--- src/rtl/hamming_pkg.sv ---
// Purpose : Shared Hamming(7,4) definitions for the UART link.
//           Holds the codeword bit-position map and the syndrome,
//           correction, extraction and encode helpers. The encoder is
//           also used on the transmitter side.
// Ports   : none (package)
package hamming_pkg;

    // Codeword bit positions (Hamming position p = index + 1)
    localparam int P1 = 0;
    localparam int P2 = 1;
    localparam int D1 = 2;
    localparam int P4 = 3;
    localparam int D2 = 4;
    localparam int D3 = 5;
    localparam int D4 = 6;

    // Syndrome {s4,s2,s1}. A nonzero value is the 1-based position of a single-bit error.
    function automatic logic [2:0] hamming_syndrome(input logic [6:0] cw);
        logic s1;
        logic s2;
        logic s4;
        s1 = cw[P1] ^ cw[D1] ^ cw[D2] ^ cw[D4];
        s2 = cw[P2] ^ cw[D1] ^ cw[D3] ^ cw[D4];
        s4 = cw[P4] ^ cw[D2] ^ cw[D3] ^ cw[D4];
        return {s4, s2, s1};
    endfunction

    // Flip the bit named by the syndrome. A zero syndrome leaves the word untouched.
    function automatic logic [6:0] hamming_correct(input logic [6:0] cw, input logic [2:0] syn);
        logic [6:0] mask;
        if (syn != 3'd0) begin
            mask = 7'd1 << (syn - 3'd1);
        end else begin
            mask = 7'd0;
        end
        return cw ^ mask;
    endfunction

    // Data nibble {d4,d3,d2,d1} from a codeword
    function automatic logic [3:0] hamming_extract(input logic [6:0] cw);
        return {cw[D4], cw[D3], cw[D2], cw[D1]};
    endfunction

    // Build a codeword from nibble {d4,d3,d2,d1}
    function automatic logic [6:0] hamming_encode(input logic [3:0] d);
        logic [6:0] cw;
        cw     = 7'd0;
        cw[D1] = d[0];
        cw[D2] = d[1];
        cw[D3] = d[2];
        cw[D4] = d[3];
        cw[P1] = d[0] ^ d[1] ^ d[3];
        cw[P2] = d[0] ^ d[2] ^ d[3];
        cw[P4] = d[1] ^ d[2] ^ d[3];
        return cw;
    endfunction

endpackage

--- src/rtl/hamming_nibble_fifo.sv ---
// Purpose : First-word-fall-through FIFO for decoded nibbles. The head
//           entry is visible combinationally on o_rdata. A push while full
//           is still accepted when a pop happens in the same cycle.
// Ports   : clk, rst_n  - clock, async active-low reset
//           i_en        - global enable, all state holds when low
//           i_push      - write request, i_wdata - write data
//           i_pop       - consumer ready (pop taken only when non-empty)
//           o_rdata     - head entry, o_valid - FIFO non-empty
//           o_drop      - pulse: push rejected because FIFO full
module hamming_nibble_fifo
    import hamming_pkg::*;
#(
    parameter int DEPTH = 4,
    parameter int WIDTH = 5
) (
    input  logic             clk,
    input  logic             rst_n,
    input  logic             i_en,
    input  logic             i_push,
    input  logic [WIDTH-1:0] i_wdata,
    input  logic             i_pop,
    output logic [WIDTH-1:0] o_rdata,
    output logic             o_valid,
    output logic             o_drop
);

    localparam int AW = $clog2(DEPTH);
    localparam int PW = AW + 1;

    logic [WIDTH-1:0] r_mem [DEPTH];
    logic [PW-1:0]    r_wr_ptr;
    logic [PW-1:0]    r_rd_ptr;
    logic             w_empty;
    logic             w_full;
    logic             w_pop;
    logic             w_push;

    // The extra pointer MSB separates full (MSBs differ) from empty (equal)
    assign w_empty = (r_wr_ptr == r_rd_ptr);
    assign w_full  = (r_wr_ptr[AW] != r_rd_ptr[AW]) &&
                     (r_wr_ptr[AW-1:0] == r_rd_ptr[AW-1:0]);
    assign w_pop   = i_en && i_pop && !w_empty;
    // When full, a same-cycle pop frees the head slot the write lands in
    assign w_push  = i_en && i_push && (!w_full || w_pop);
    assign o_drop  = i_en && i_push && w_full && !w_pop;

    assign o_rdata = r_mem[r_rd_ptr[AW-1:0]];
    assign o_valid = !w_empty;

    // Pointer update; wraps naturally modulo 2*DEPTH
    always_ff @(posedge clk or negedge rst_n) begin
        if (!rst_n) begin
            r_wr_ptr <= '0;
            r_rd_ptr <= '0;
        end else begin
            if (w_push) begin
                r_wr_ptr <= r_wr_ptr + PW'(1);
            end
            if (w_pop) begin
                r_rd_ptr <= r_rd_ptr + PW'(1);
            end
        end
    end

    // Storage write; cleared on reset so the head reads zero when empty after reset
    always_ff @(posedge clk or negedge rst_n) begin
        if (!rst_n) begin
            for (int i = 0; i < DEPTH; i++) begin
                r_mem[i] <= '0;
            end
        end else if (w_push) begin
            r_mem[r_wr_ptr[AW-1:0]] <= i_wdata;
        end
    end

endmodule

--- src/rtl/uart_hamming_decoder.sv ---
// Purpose : Two-stage Hamming(7,4) decoder behind the UART receiver.
//           Stage 1 latches the codeword and its syndrome, stage 2
//           corrects a single-bit error, extracts the nibble and pushes
//           {corr, nibble} into a FWFT FIFO drained by valid/ready.
// Ports   : clk, rst_n        - clock, async active-low reset
//           ena               - global enable (everything freezes when low)
//           cw_in, cw_valid   - codeword and one-cycle strobe
//           data_out,corr_out - FIFO head nibble and its corrected flag
//           data_valid        - FIFO non-empty
//           data_ready        - consumer accepts the head
//           overflow          - sticky word-dropped flag
//           corr_count        - saturating count of corrected words
module uart_hamming_decoder
    import hamming_pkg::*;
#(
    parameter int DEPTH = 4,
    parameter int CNT_W = 8
) (
    input  logic             clk,
    input  logic             rst_n,
    input  logic             ena,
    input  logic [6:0]       cw_in,
    input  logic             cw_valid,
    output logic [3:0]       data_out,
    output logic             corr_out,
    output logic             data_valid,
    input  logic             data_ready,
    output logic             overflow,
    output logic [CNT_W-1:0] corr_count
);

    localparam logic [CNT_W-1:0] CNT_MAX = '1;

    logic [6:0]       r_cw_q;
    logic [2:0]       r_syn_q;
    logic             r_v1;
    logic             r_overflow;
    logic [CNT_W-1:0] r_corr_count;

    logic [6:0]       w_fixed;
    logic             w_corr;
    logic             w_push;
    logic             w_drop;
    logic [4:0]       w_head;

    // Stage 1: capture codeword and syndrome on a strobe
    always_ff @(posedge clk or negedge rst_n) begin
        if (!rst_n) begin
            r_v1    <= 1'b0;
            r_cw_q  <= 7'd0;
            r_syn_q <= 3'd0;
        end else if (ena) begin
            r_v1 <= cw_valid;
            if (cw_valid) begin
                r_cw_q  <= cw_in;
                r_syn_q <= hamming_syndrome(cw_in);
            end
        end
    end

    // Stage 2: correction; parity-bit errors still count as corrected
    assign w_fixed = hamming_correct(r_cw_q, r_syn_q);
    assign w_corr  = (r_syn_q != 3'd0);
    assign w_push  = r_v1 && ena;

    hamming_nibble_fifo #(
        .DEPTH (DEPTH),
        .WIDTH (5)
    ) u_fifo (
        .clk     (clk),
        .rst_n   (rst_n),
        .i_en    (ena),
        .i_push  (w_push),
        .i_wdata ({w_corr, hamming_extract(w_fixed)}),
        .i_pop   (data_ready),
        .o_rdata (w_head),
        .o_valid (data_valid),
        .o_drop  (w_drop)
    );

    // Sticky overflow, cleared only by reset
    always_ff @(posedge clk or negedge rst_n) begin
        if (!rst_n) begin
            r_overflow <= 1'b0;
        end else if (w_drop) begin
            r_overflow <= 1'b1;
        end
    end

    // Correction counter; counts every corrected word even if the FIFO drops it
    always_ff @(posedge clk or negedge rst_n) begin
        if (!rst_n) begin
            r_corr_count <= '0;
        end else if (w_push && w_corr && (r_corr_count != CNT_MAX)) begin
            r_corr_count <= r_corr_count + CNT_W'(1);
        end
    end

    assign data_out   = w_head[3:0];
    assign corr_out   = w_head[4];
    assign overflow   = r_overflow;
    assign corr_count = r_corr_count;

endmodule

--- config.mk ---
export PLATFORM = sky130hd
export DESIGN_NAME = uart_hamming_decoder
export DESIGN_NICKNAME = d
export VERILOG_FILES = /design/src/rtl/hamming_pkg.sv /design/src/rtl/hamming_nibble_fifo.sv /design/src/rtl/uart_hamming_decoder.sv
export SDC_FILE = /design/constraint.sdc
export NUM_CORES = 1
export LEC_CHECK = 0
export ABC_AREA = 1
export BUFFER_PORTS_ARGS = -buffer_cell sky130_fd_sc_hd__buf_2
export CAP_MARGIN = 15
export CORE_MARGIN = 4
export CORE_UTILIZATION = 35
export DETAILED_ROUTE_END_ITERATION = 12
export GPL_TIMING_DRIVEN = 0
export RECOVER_POWER = 100
export SLEW_MARGIN = 10
export SYNTH_ARGS = -nofsm -noshare
export SYNTH_HDL_FRONTEND = slang
export SYNTH_SLANG_ARGS = --single-unit
--- constraint.sdc ---
create_clock -name clk -period 1.5 [get_ports clk]
set_clock_uncertainty 0.05 [all_clocks]
set_input_delay 0.075 -clock clk [delete_from_list [all_inputs] [get_ports clk]]
set_output_delay 0.075 -clock clk [all_outputs]
set_load 0.01 [all_outputs]
; After elaboration in Yosys (flattened, before gate mapping)
; Index checks and enable logic that the tools add are counted.
[op_classes]
add_sub_neg = 4
n_bitwise = 12
n_lt_le_gt_ge = 3
n_shift = 1
reduce_logical = 17
eq_ne = 4
muxes = 7
[op_table]
columns = cell, count
row1 = $bwmux W20, 1
row2 = $mux W5, 3
row3 = $logic_and A1 B1 Y1, 11
row4 = $bmux W5 S2, 1
row5 = $demux W5 S2, 1
row6 = $xor A1 B1 Y1, 9
row7 = $add A8 B1 Y8 const B, 1
row8 = $ne A8 B8 Y1 const B, 1
row9 = $mux W7, 1
row10 = $shl A1 B3 Y7 const A, 1
row11 = $xor A7 B7 Y7, 1
row12 = $add A3 B1 Y3 const B, 2
row13 = $ge A3 B3 Y1 const B, 2
row14 = $not A2 Y3, 2
row15 = $eq A3 B3 Y1, 1
row16 = $logic_not A1 Y1, 3
row17 = $lt A3 B1 Y1 const B, 1
row18 = $reduce_bool A3 Y1, 1
row19 = $sub A3 B1 Y3 const B, 1
row20 = $eq A2 B2 Y1, 1
row21 = $reduce_and A2 Y1, 1
row22 = $logic_or A1 B1 Y1, 1
row23 = $ne A1 B1 Y1, 1
[word_totals]
word_cells = 59
inputBits = 12
ff_bits = 46
out_inout_bits = 15

; Longest topological paths before layout
[depth]
ltp_word = 6
mapped_depth = 9
mapped_depth_nobuf = 8

; Modules after synthesis
; Synthesis repeated with hierarchy kept, for this count alone.
[hier_totals]
cells_unflattened = 313
area_unflattened_um2 = 2426.1
[by_module_without_submodules]
columns = mod, area_per_inst_um2, seq_area_each_um2, cells_per_inst, n_inst
row1 = hamming_nibble_fifo, 1370.1, 650.6, 171, 1
row2 = uart_hamming_decoder, 1056.0, 425.4, 142, 1

; Worst setup path before layout
; OpenSTA, ideal clock, no wires.
[synth_path]
kind = flip-flop to flip-flop
start = register r_corr_count[0], in the netlist corr_count[0]
end = register r_corr_count[3], in the netlist corr_count[3]
required_time_ps = 1374
path_stages_with_launch = 9
setup_time_ps = 76
arrival_ps = 1302
slack_ps = 71
period_less_slack_ps = 1429
n_path_buf = 0
cell_sequence = dfrtp_1 -> ha_1 -> nand2_1 -> inv_1 -> nand3_1 -> nor2_1 -> nor2_2 -> nand2_1 -> o21ai_1
[synth_between]
elab_chain_cells = 2
elab_cells_between_ends = 3
cone_classes = add/sub (1) / eq/ne (1) / reduce/logical (1)
[synth_lines]
columns = item, line_no
row1 = start: declaration, uart_hamming_decoder.sv:38  ; logic [CNT_W-1:0] r_corr_count;
row2 = start signal: assignment, uart_hamming_decoder.sv:95  ; r_corr_count <= r_corr_count + CNT_W'(1);
row3 = branches (longest 2 deep; another with $add A8 B1 Y8), --
; Several ways; the timed one is not identified.
; A chain may end at the register's enable or synchronous reset.

; Worst setup path after layout
[layout_path]
start = register u_fifo.r_rd_ptr[0]
end = output data_out[2]
[layout_between]
elab_chain_cells = 4
[layout_lines]
columns = item, line_no
row1 = start: declaration, hamming_nibble_fifo.sv:32  ; logic [PW-1:0] r_rd_ptr;
row2 = start signal: assignment, hamming_nibble_fifo.sv:60  ; r_rd_ptr <= r_rd_ptr + PW'(1);
row3 = $not A2 Y3 (not written as such), hamming_nibble_fifo.sv:47  ; assign o_rdata = r_mem[r_rd_ptr[AW-1:0]];
row4 = $bmux W5 S2, hamming_nibble_fifo.sv:47
row5 = $mux W5 (not written as such) (2 in series), hamming_nibble_fifo.sv:47
row6 = end: declaration, uart_hamming_decoder.sv:24  ; output logic [3:0] data_out,
; No other way between the ends. The select of a mux whose other input is x is not followed.

==> results.sh <==
export IMPL_maxSlewViolCount=0
export IMPL_ys_seq_elements=43
export IMPL_place_congestion=0.783
export IMPL_syn_area_per_cell_um2=7.86
export IMPL_initial_utilization_pct=36.4
export IMPL_power_total_w=0.00541
export IMPL_boundaryPins=27
export IMPL_drt_first_pass_iters=5
export IMPL_cp_max_fo=5
export IMPL_synth_warnings=0
export IMPL_grt_pass1_wl_um=9320
export IMPL_antennaDiodeCount=0
export IMPL_finalSetupViolCount=0
export IMPL_p_leak_nw=1.49
export IMPL_ys_types=21
export IMPL_synth_top_area_share_pct=46.3
export IMPL_core_area_um2=6390
export IMPL_cts_buffers=5
export IMPL_wirelength_um=5650
export IMPL_first_iter_violations=157
export IMPL_min_period_over_period_pct=99.4
export IMPL_fin_area_um2=2960
export IMPL_vias=2149
export IMPL_synth_most_common_cell="nand2_1"
export IMPL_p_per_area_nw_per_um2=1830
export IMPL_drtAntennaViolNets=0
export IMPL_synth_edf_count=0
export IMPL_syn_area_um2=2330
export IMPL_synth_top_cell_by_area="dfrtp_1"
export IMPL_start_kind="register"
export IMPL_drive_above_1_share_pct=22.9
export IMPL_cts_root_buf="clkbuf_8"
export IMPL_cts_max_path_buffers=2
export IMPL_syn_to_final_growth_pct=27.3
export IMPL_status="finished clean"
export IMPL_std_cell_rows=29
export IMPL_grt_pass1_vias=2069
export IMPL_hold_viol=0
export IMPL_htreeDepth=2
export IMPL_dpl_cell_area_um2=2550
export IMPL_synth_area_leaders="dfrtp_1 (46%), nand2_1 (18%), nand4_1 (7.0%)"
export IMPL_dp_final_hpwl_um=3830
export IMPL_die_area_um2=8010
export IMPL_worstPathRequired_ns=1.37
export IMPL_drv_cap=0
export IMPL_syn_inst=296
export IMPL_setup_tns_ns=0
export IMPL_finalNetCount=366
export IMPL_wl_per_cell_um=13.3
export IMPL_antenna_found_initial=0
export IMPL_fin_util_pct=46.4
export IMPL_cts_sinks=43
export IMPL_hp_class="input pin to register"
export IMPL_fmax_mhz=670
export IMPL_worst_pin_slew_ns=0.994
export IMPL_clk_pin_slew_worst_paths_ns=0.09
export IMPL_die_width_um=89.5
export IMPL_ir_worst_vdd_mv=0.881
export IMPL_drc=0
export IMPL_ys_seq_area_share_pct=46.3
export IMPL_grt_total_usage_pct=14.9
export IMPL_synth_commonest_cells="nand2_1 (109), dfrtp_1 (43), nand4_1 (26)"
export IMPL_clk_latency_ns=0.30
export IMPL_synth_async_sr_flop_share_pct=100
export IMPL_viasPerCell=5.04
export IMPL_cts_tree="built"
export IMPL_period_needed_ns=1.49
export IMPL_end_kind="output pin"
export IMPL_grt_ovfl_total=0
export IMPL_dieHeight_um=89.5
export IMPL_max_slew_margin_rel_pct=33.7
export IMPL_arrival_ns=1.37
export IMPL_synth_ff_type="dfrtp_1"
export IMPL_path_class="register to output pin"
export IMPL_io_buffers=26
export IMPL_rsz0062_at_grt="true"
export IMPL_syn_nets=314
export IMPL_grt_max_degree=44
-- power breakdown --
| group | switching, W | internal [W] |
|---|---|---|
| Combinational | 0.00143 | 0.00119 |
| Clock | 0.000431 | 0.000376 |
| Sequential | 0.000381 | 0.00160 |
-- repair_timing --
item / in CTS / in global routing
pin swaps: 0 / 13
hold buffers: 4 / 0
setup endpoints to repair: 31 / 36
buffers inserted: 2 / 9
resized for setup: 13 / 41
cloned: 0 / 4
hold endpoints to repair: 45 / 0
-- sequential cells by signal, summed over array words and instances, names as in the netlist --
| register | flops |
|---|---|
| overflow | 1 |
| corr_count | 8 |
| u_fifo.r_wr_ptr | 3 |
| u_fifo.r_rd_ptr | 3 |
| r_syn_q | 3 |
| r_cw_q | 4 |
| r_v1 | 1 |
| u_fifo.r_mem | 20 |
-- kinds of logic (layout without fill, tap and decap cells) --
logic type	count (synthesis)	in the layout	share of synthesized area, %
adder cells (fa/ha/maj)	6	6	3.23
XOR/XNOR	11	11	4.14
flip-flops	43	43	46.3
buffers and inverters	34	86	6.35
AND/OR/NAND/NOR	172	173	33.1
AO/OA/AOI/OAI	30	30	6.94
-- through the flow --
stage          setup slack (ns)  hold slack, ns  instances
5_1_grt                 -0.0353          0.0123        426
2_1_floorplan            0.0713          -0.271        296
6_report                0.00829         0.00266        426
3_3_place_gp            -0.0532           0.252        399
3_5_place_dp            -0.0855           0.245        399
4_1_cts                 0.00311         0.00514        413
-- path summary, 6_finish.rpt --
kind,startpoint,endpoint,slack (ns),cells after the start
min in group asynchronous,rst_n,u_fifo.r_rd_ptr[1],0.44,2
hold / removal,cw_in[6],r_cw_q[6],0.003,3
max in group asynchronous,rst_n,r_syn_q[2],0.30,2
hold reg to reg,u_fifo.r_mem[13],u_fifo.r_mem[13],0.43,2
setup / recovery,u_fifo.r_rd_ptr[0],data_out[2],0.008,5
setup reg to reg,u_fifo.r_rd_ptr[1],u_fifo.r_mem[17],0.07,9
-- final cells by class --
cell class,count,area [um^2]
fill,658,3420
multi-input combinational,220,1200
sequential,43,1080
timing repair buffer,44,309
inverter,25,98.8
tap,77,96.3
clock buffer,6,82.6
buffer,9,78.8
clock inverter,2,16.3
-- placed cells by master (no fill, tap or decap), drive strengths merged --
cell and n:
nand2 109, dfrtp 43, buf 36, nand4 26, inv 25, o21ai 23
clkbuf 19, nor2 18, nand3 17, xor2 6, ha 6, xnor2 5
o22ai 5, dlygate4sd3 4, nand2b 3, o21bai 2, clkinv 1, clkinvlp 1
-- critical path: stages, from the launching register on --
cell and delay [ns]:
dfrtp_2 0.46, inv_4 0.10, buf_8 0.12, nor2_1 0.04
o22ai_1 0.18, buf_2 0.16
-- metal layers --
layer / global-route usage (%) / wire length (um) / vias to the layer above
met2: 24.0 / 2660 / 43
met3: 3.32 / 232 / 7
met4: 4.60 / 61 / 0
met5: 0 / 0 / -
li1: - / - / 1085
met1: 20.1 / 2690 / 1014
Power figures use the tool's default switching activity.
